===== src/rtl/fetch_queue.sv =====
// ---------------------------------------------------------------------------
// fetch_queue
//   Dual-slot in-order instruction queue sitting between the frontend
//   pre-decode outputs and the issue stage. Accepts up to two instructions
//   per cycle, delivers up to two per cycle in program order, and is cleared
//   by a branch/exception redirect (flush_i).
//
// Parameters
//   DEPTH    number of entries (power of two, >= 4)
//   DEPTH_W  log2(DEPTH)
//
// Ports
//   clk_i, rst_i           clock, synchronous active-high reset
//   flush_i                redirect: discard all contents
//   in0_* / in1_*          older / younger incoming instruction
//                          (valid, instr[31:0], pc[31:0], info[11:0])
//   in0_accept_o           slot 0 can be written
//   in1_accept_o           slot 1 can be written
//   out0_* / out1_*        oldest / second-oldest queued instruction
//   out0_accept_i          issue takes out0
//   out1_accept_i          issue takes out1 (ignored unless out0 is taken)
//   count_o                registered occupancy
//
// Build option
//   FETCH_QUEUE_BYPASS_EN  when defined, an empty queue presents in0/in1 on
//                          out0/out1 combinationally (zero-cycle latency);
//                          bypassed instructions taken by issue are not
//                          written. Undefined: no input-to-output path.
// ---------------------------------------------------------------------------
module fetch_queue #(
    parameter int DEPTH   = 8,
    parameter int DEPTH_W = 3
) (
    input  logic               clk_i,
    input  logic               rst_i,
    input  logic               flush_i,

    input  logic               in0_valid_i,
    input  logic [31:0]        in0_instr_i,
    input  logic [31:0]        in0_pc_i,
    input  logic [11:0]        in0_info_i,
    output logic               in0_accept_o,

    input  logic               in1_valid_i,
    input  logic [31:0]        in1_instr_i,
    input  logic [31:0]        in1_pc_i,
    input  logic [11:0]        in1_info_i,
    output logic               in1_accept_o,

    output logic               out0_valid_o,
    output logic [31:0]        out0_instr_o,
    output logic [31:0]        out0_pc_o,
    output logic [11:0]        out0_info_o,
    input  logic               out0_accept_i,

    output logic               out1_valid_o,
    output logic [31:0]        out1_instr_o,
    output logic [31:0]        out1_pc_o,
    output logic [11:0]        out1_info_o,
    input  logic               out1_accept_i,

    output logic [DEPTH_W:0]   count_o
);

    localparam int ENTRY_W = 76;
    localparam logic [DEPTH_W:0] CNT_FULL_M1 = (DEPTH_W+1)'(DEPTH - 1);
    localparam logic [DEPTH_W:0] CNT_FULL_M2 = (DEPTH_W+1)'(DEPTH - 2);

    // Entry layout: {info, pc, instr}
    logic [ENTRY_W-1:0] r_mem [DEPTH];
    logic [DEPTH_W-1:0] r_wr_ptr;
    logic [DEPTH_W-1:0] r_rd_ptr;
    logic [DEPTH_W:0]   r_count;

    logic               w_p0, w_p1;
    logic               w_q0, w_q1;
    logic               w_wr0, w_wr1;
    logic               w_bypass;
    logic [DEPTH_W:0]   w_push;
    logic [DEPTH_W:0]   w_pop;
    logic [DEPTH_W-1:0] w_wr_idx1;
    logic [DEPTH_W-1:0] w_rd_idx1;
    logic [ENTRY_W-1:0] w_in0_entry, w_in1_entry;
    logic [ENTRY_W-1:0] w_head0, w_head1;

    assign w_in0_entry = {in0_info_i, in0_pc_i, in0_instr_i};
    assign w_in1_entry = {in1_info_i, in1_pc_i, in1_instr_i};

    // Accepts look only at the registered count: a full queue stays closed
    // for one cycle even if issue drains it in that same cycle.
    assign in0_accept_o = !flush_i && (r_count <= CNT_FULL_M1);
    assign in1_accept_o = !flush_i && (r_count <= CNT_FULL_M2);

    assign w_p0 = in0_valid_i & in0_accept_o;
    assign w_p1 = in1_valid_i & in1_accept_o;

`ifdef FETCH_QUEUE_BYPASS_EN
    assign w_bypass = (r_count == '0) && !flush_i;
`else
    assign w_bypass = 1'b0;
`endif

    // Output presentation
    assign w_rd_idx1 = r_rd_ptr + 1'b1;
    assign w_head0   = r_mem[r_rd_ptr];
    assign w_head1   = r_mem[w_rd_idx1];

    always_comb begin
        if (w_bypass) begin
            out0_valid_o = in0_valid_i;
            out1_valid_o = in1_valid_i;
            {out0_info_o, out0_pc_o, out0_instr_o} = w_in0_entry;
            {out1_info_o, out1_pc_o, out1_instr_o} = w_in1_entry;
        end else begin
            out0_valid_o = !flush_i && (r_count != '0);
            out1_valid_o = !flush_i && (r_count > (DEPTH_W+1)'(1));
            {out0_info_o, out0_pc_o, out0_instr_o} = w_head0;
            {out1_info_o, out1_pc_o, out1_instr_o} = w_head1;
        end
    end

    // In-order pop: out1 can only leave together with out0
    assign w_q0 = out0_valid_o & out0_accept_i;
    assign w_q1 = w_q0 & out1_valid_o & out1_accept_i;

    // A bypassed instruction that issue takes never enters storage; any
    // that is not taken is written as a normal push.
    assign w_wr0 = w_p0 & ~(w_bypass & w_q0);
    assign w_wr1 = w_p1 & ~(w_bypass & w_q1);

    assign w_push = (DEPTH_W+1)'(w_wr0) + (DEPTH_W+1)'(w_wr1);
    assign w_pop  = w_bypass ? '0 : ((DEPTH_W+1)'(w_q0) + (DEPTH_W+1)'(w_q1));

    // Compacted writes: in1 lands right after in0, or at wr_ptr if in0 idle
    assign w_wr_idx1 = r_wr_ptr + DEPTH_W'(w_wr0);

    // Storage is never reset; validity is tracked solely by count.
    always_ff @(posedge clk_i) begin
        if (w_wr0) r_mem[r_wr_ptr]  <= w_in0_entry;
        if (w_wr1) r_mem[w_wr_idx1] <= w_in1_entry;
    end

    always_ff @(posedge clk_i) begin
        if (rst_i || flush_i) begin
            r_wr_ptr <= '0;
            r_rd_ptr <= '0;
            r_count  <= '0;
        end else begin
            r_wr_ptr <= r_wr_ptr + w_push[DEPTH_W-1:0];
            r_rd_ptr <= r_rd_ptr + w_pop[DEPTH_W-1:0];
            r_count  <= r_count + w_push - w_pop;
        end
    end

    assign count_o = r_count;

endmodule

===== config.mk =====
export PLATFORM = sky130hd
export DESIGN_NAME = fetch_queue
export DESIGN_NICKNAME = d
export VERILOG_FILES = /design/src/rtl/fetch_queue.sv
export SDC_FILE = /design/constraint.sdc
export NUM_CORES = 1
export LEC_CHECK = 0
export BUFFER_PORTS_ARGS = -buffer_cell sky130_fd_sc_hd__buf_4
export CORE_ASPECT_RATIO = 1.2
export CORE_MARGIN = 2
export CORE_UTILIZATION = 49
export CTS_CLUSTER_SIZE = 16
export DETAILED_ROUTE_END_ITERATION = 6
export HOLD_SLACK_MARGIN = 0.06
export PLACE_DENSITY = 0.68
export SLEW_MARGIN = 20
export SYNTH_ARGS = -nofsm -noshare
export SYNTH_HDL_FRONTEND = slang
export SYNTH_SLANG_ARGS = --single-unit

===== constraint.sdc =====
create_clock -name clk_i -period 8.7 [get_ports clk_i]
set_clock_uncertainty 0.05 [all_clocks]
set_input_delay 1.305 -clock clk_i [delete_from_list [all_inputs] [get_ports clk_i]]
set_output_delay 1.305 -clock clk_i [all_outputs]
set_load 0.05 [all_outputs]

==> flow_metrics.env <==
export IMPL_cts_resized=0
export IMPL_cts_tree="done"
export IMPL_rsz0062_at_grt="false"
export IMPL_hp_class="register to register"
export IMPL_synthTopCellsByArea="edfxtp_1 (51%), mux2_2 (20%), mux4_2 (19%)"
export IMPL_synth_area_mux_share=0.4345
export IMPL_swShare=0.2806
export IMPL_io_buffers=318
export IMPL_power_frac_comb=0.210
export IMPL_clk_pin_slew_ns=0.06
export IMPL_postPlaceCellArea_um2=38670
export IMPL_firstDrtPassIters=5
export IMPL_cts_max_level=3
export IMPL_clkLatencyLatePin_ns=0.60
export IMPL_die_area_um2=74580
export IMPL_via_per_inst=6.430
export IMPL_cts_root_buf="clkbuf_16"
export IMPL_setup_viol=0
export IMPL_cts_hold_repair_buffers=0
export IMPL_worst_ep_required_time_ns=7.34
export IMPL_status="complete, no violations"
export IMPL_ir_worst_vdd_mv=0.1687
export IMPL_top_usage_layer="met2"
export IMPL_drc=0
export IMPL_synth_area_um2=35480
export IMPL_yosysUniqueCellTypes=37
export IMPL_power_per_cell_area_nw_per_um2=195.6
export IMPL_grt_max_degree=139
export IMPL_nFillCells=5575
export IMPL_drive_gt1_frac=0.6277
export IMPL_fin_setup_tns_ns=0
export IMPL_power_frac_clock=0.357
export IMPL_post_cts_setup_buffer_count=0
export IMPL_endpoint_kind="output port"
export IMPL_synth_top_cell_area_share=0.5147
export IMPL_drtIter0Drc=1393
export IMPL_finalNetCount=2370
export IMPL_place_congestion=0.7643
export IMPL_seqPwrFrac=0.433
export IMPL_synth_adder_area_share=0.006842
export IMPL_met1_usage=0.3267
export IMPL_dp_hpwl_mm=56.68
export IMPL_ys_warn_count=0
export IMPL_syn_num_nets=2100
export IMPL_clk_path_buf_depth=3
export IMPL_finalInstanceArea_um2=40840
export IMPL_netSwitchingPower_mw=2.241
export IMPL_grt_use_met2=0.4727
export IMPL_seq_area_frac_synth=0.5203
export IMPL_ys_seq_elements=618
export IMPL_areaGrowthSynthToFinish_pct=15.13
export IMPL_vias=20493
export IMPL_grt_pass1_vias=22373
export IMPL_slew_headroom=0.2722
export IMPL_clock_sinks=618
export IMPL_ant_nets=0
export IMPL_worstSetupStartpointType="register"
export IMPL_numCtsBuffers=67
export IMPL_hold_viol=0
export IMPL_p_leak_nw=13.01
export IMPL_fin_crit_ns=5.485
export IMPL_die_y_um=298.8
export IMPL_dieWidth_um=249.6
export IMPL_use_met3=0.04695
export IMPL_synth_top_family_by_area="multiplexers"
export IMPL_fin_crit_sh=0.6305
export IMPL_worst_pin_slew_ns=1.092
export IMPL_antenna_found_initial=14
export IMPL_synth_xor_area_share=0.001905
export IMPL_synth_top_area_cell="edfxtp_1"
export IMPL_max_freq_mhz=182.3
export IMPL_drv_cap=0
export IMPL_crit_fanout=56
export IMPL_crit_arrival_ns=4.13
export IMPL_grt_usage=0.2658
export IMPL_post_synth_cell_area_avg_um2=18.44
export IMPL_routedWlPerCell_um=30.89
export IMPL_synth_compound_area_frac=0.003280
export IMPL_yosys_area_share_simple=0.009593
export IMPL_grt_overflow=0
export IMPL_slew_violations=0
export IMPL_start_util=0.4925
export IMPL_drt_wl_total_mm=98.46
export IMPL_core_um2=72020
export IMPL_ios=319
export IMPL_grt_pass1_wl_mm=146.3
export IMPL_num_rows=108
export IMPL_crit_type="register to output port"
export IMPL_power_internal_mw=5.747
export IMPL_netlist_instances=1924
-- worst max-delay path, stage by stage, from the launching register on --
cell and delay [ns]:
dfxtp_4 0.80, buf_4 0.69, buf_4 0.85, mux4_2 0.63, mux2_2 0.31, buf_4 0.20
-- cell usage in the layout, fill, tap and decap left out, drive strengths merged, types with 2 or more instances in the layout --
cell type | netlist | routed
inv | 14 | 15
buf | 114 | 354
xor2 | 4 | 4
clkinvlp | 0 | 3
clkinv | 0 | 29
diode | 0 | 9
fa | 4 | 4
a21o | 2 | 2
and3 | 2 | 2
xnor2 | 2 | 2
dfxtp | 10 | 10
a41o | 3 | 3
ha | 13 | 13
nor4 | 8 | 8
mux4 | 304 | 304
clkbuf | 39 | 79
a21oi | 3 | 3
mux2 | 760 | 760
bufinv | 0 | 6
and2 | 6 | 6
or2 | 2 | 2
a31o | 4 | 4
nor2 | 8 | 8
nand4bb | 2 | 2
nand2 | 2 | 2
edfxtp | 608 | 608
-- kinds of logic after synthesis --
logic type               Yosys count
AND/OR/NAND/NOR                   36
XOR/XNOR                           6
adder cells (fa/ha/maj)           17
multiplexers                    1065
AO/OA/AOI/OAI                     15
flip-flops                       618
buffers and inverters            167
-- sequential cells by signal (all words and copies together) (netlist names) --
register / flops
r_rd_ptr: 3
r_mem: 608
r_wr_ptr: 3
count_o: 4
-- routing by layer --
metal | up-vias | part of all wire
met1 | 11014 | 0.39
met3 | 156 | 0.059
met4 | 14 | 0.026
li1 | 8647 | -
met2 | 662 | 0.53
met5 | - | 0.00087
-- cell usage after synthesis (all sizes together) --
cell,count
nand4bb,2
and2,6
xnor2,2
mux2i,1
nor2,8
or4b,1
xor2,4
and3,2
nand3,1
a21oi,3
or2,2
nand2,2
or3,1
fa,4
nor2b,1
clkbuf,39
nand4b,1
a41o,3
buf,114
edfxtp,608
a211oi,1
a21boi,1
a31oi,1
a21o,2
nor3b,1
ha,13
mux4,304
dfxtp,10
mux2,760
nor4,8
inv,14
a31o,4
-- stage by stage --
| step | power [mW] | util | cells | setup slack (ns) | hold WS, ns |
|---|---|---|---|---|---|
| 5_1_grt | 8.245 | 0.5670 | 3185 | 2.959 | 0.6493 |
| 2_1_floorplan | 4.664 | - | 1924 | 2.358 | 0.5244 |
| 3_5_place_dp | 5.209 | 0.5369 | 3060 | 2.668 | 0.5968 |
| 6_report | 7.989 | 0.5671 | 3187 | 3.215 | 0.6159 |
| 4_1_cts | 8.058 | 0.5667 | 3178 | 3.102 | 0.6126 |
| 3_3_place_gp | 5.181 | 0.5369 | 3060 | 2.720 | 0.5868 |
-- area by class of cell --
type	instances	area [um^2]	area share
sequential	618	18470	0.4522
clock inverter	39	345.3	0.008455
clock buffer	79	1807	0.04424
multi-input combinational	1139	16290	0.3989
inverter	14	52.55	0.001287
tap	935	1170	0.02864
timing repair buffer	354	2683	0.06568
antenna	9	22.52	0.0005514
-- path summary, 6_finish.rpt --
path / start / to / slack (ns) / depth (start not counted)
hold reg to reg: r_wr_ptr[0]$_SDFF_PP0_ / r_wr_ptr[0]$_SDFF_PP0_ / 0.62 / 2
setup / recovery: r_rd_ptr[0]$_SDFF_PP0_ / out1_instr_o[8] / 3.21 / 5
setup reg to reg: count_o[3]$_SDFF_PP0_ / r_mem[0][29]$_DFFE_PP_ / 3.32 / 12
hold / removal: r_wr_ptr[0]$_SDFF_PP0_ / r_wr_ptr[0]$_SDFF_PP0_ / 0.62 / 2
-- power by group through the flow --
stage                     logic (mW)  registers, mW  clock network (mW)
after floorplan                 1.16           3.51                   0
after global placement          1.67           3.52                   0
after detailed placement        1.69           3.52                   0
after CTS                       1.69           3.46                2.90
after global routing            1.77           3.47                3.01
final                           1.68           3.46                2.85
Note: power is estimated with default switching activity, not from simulation.
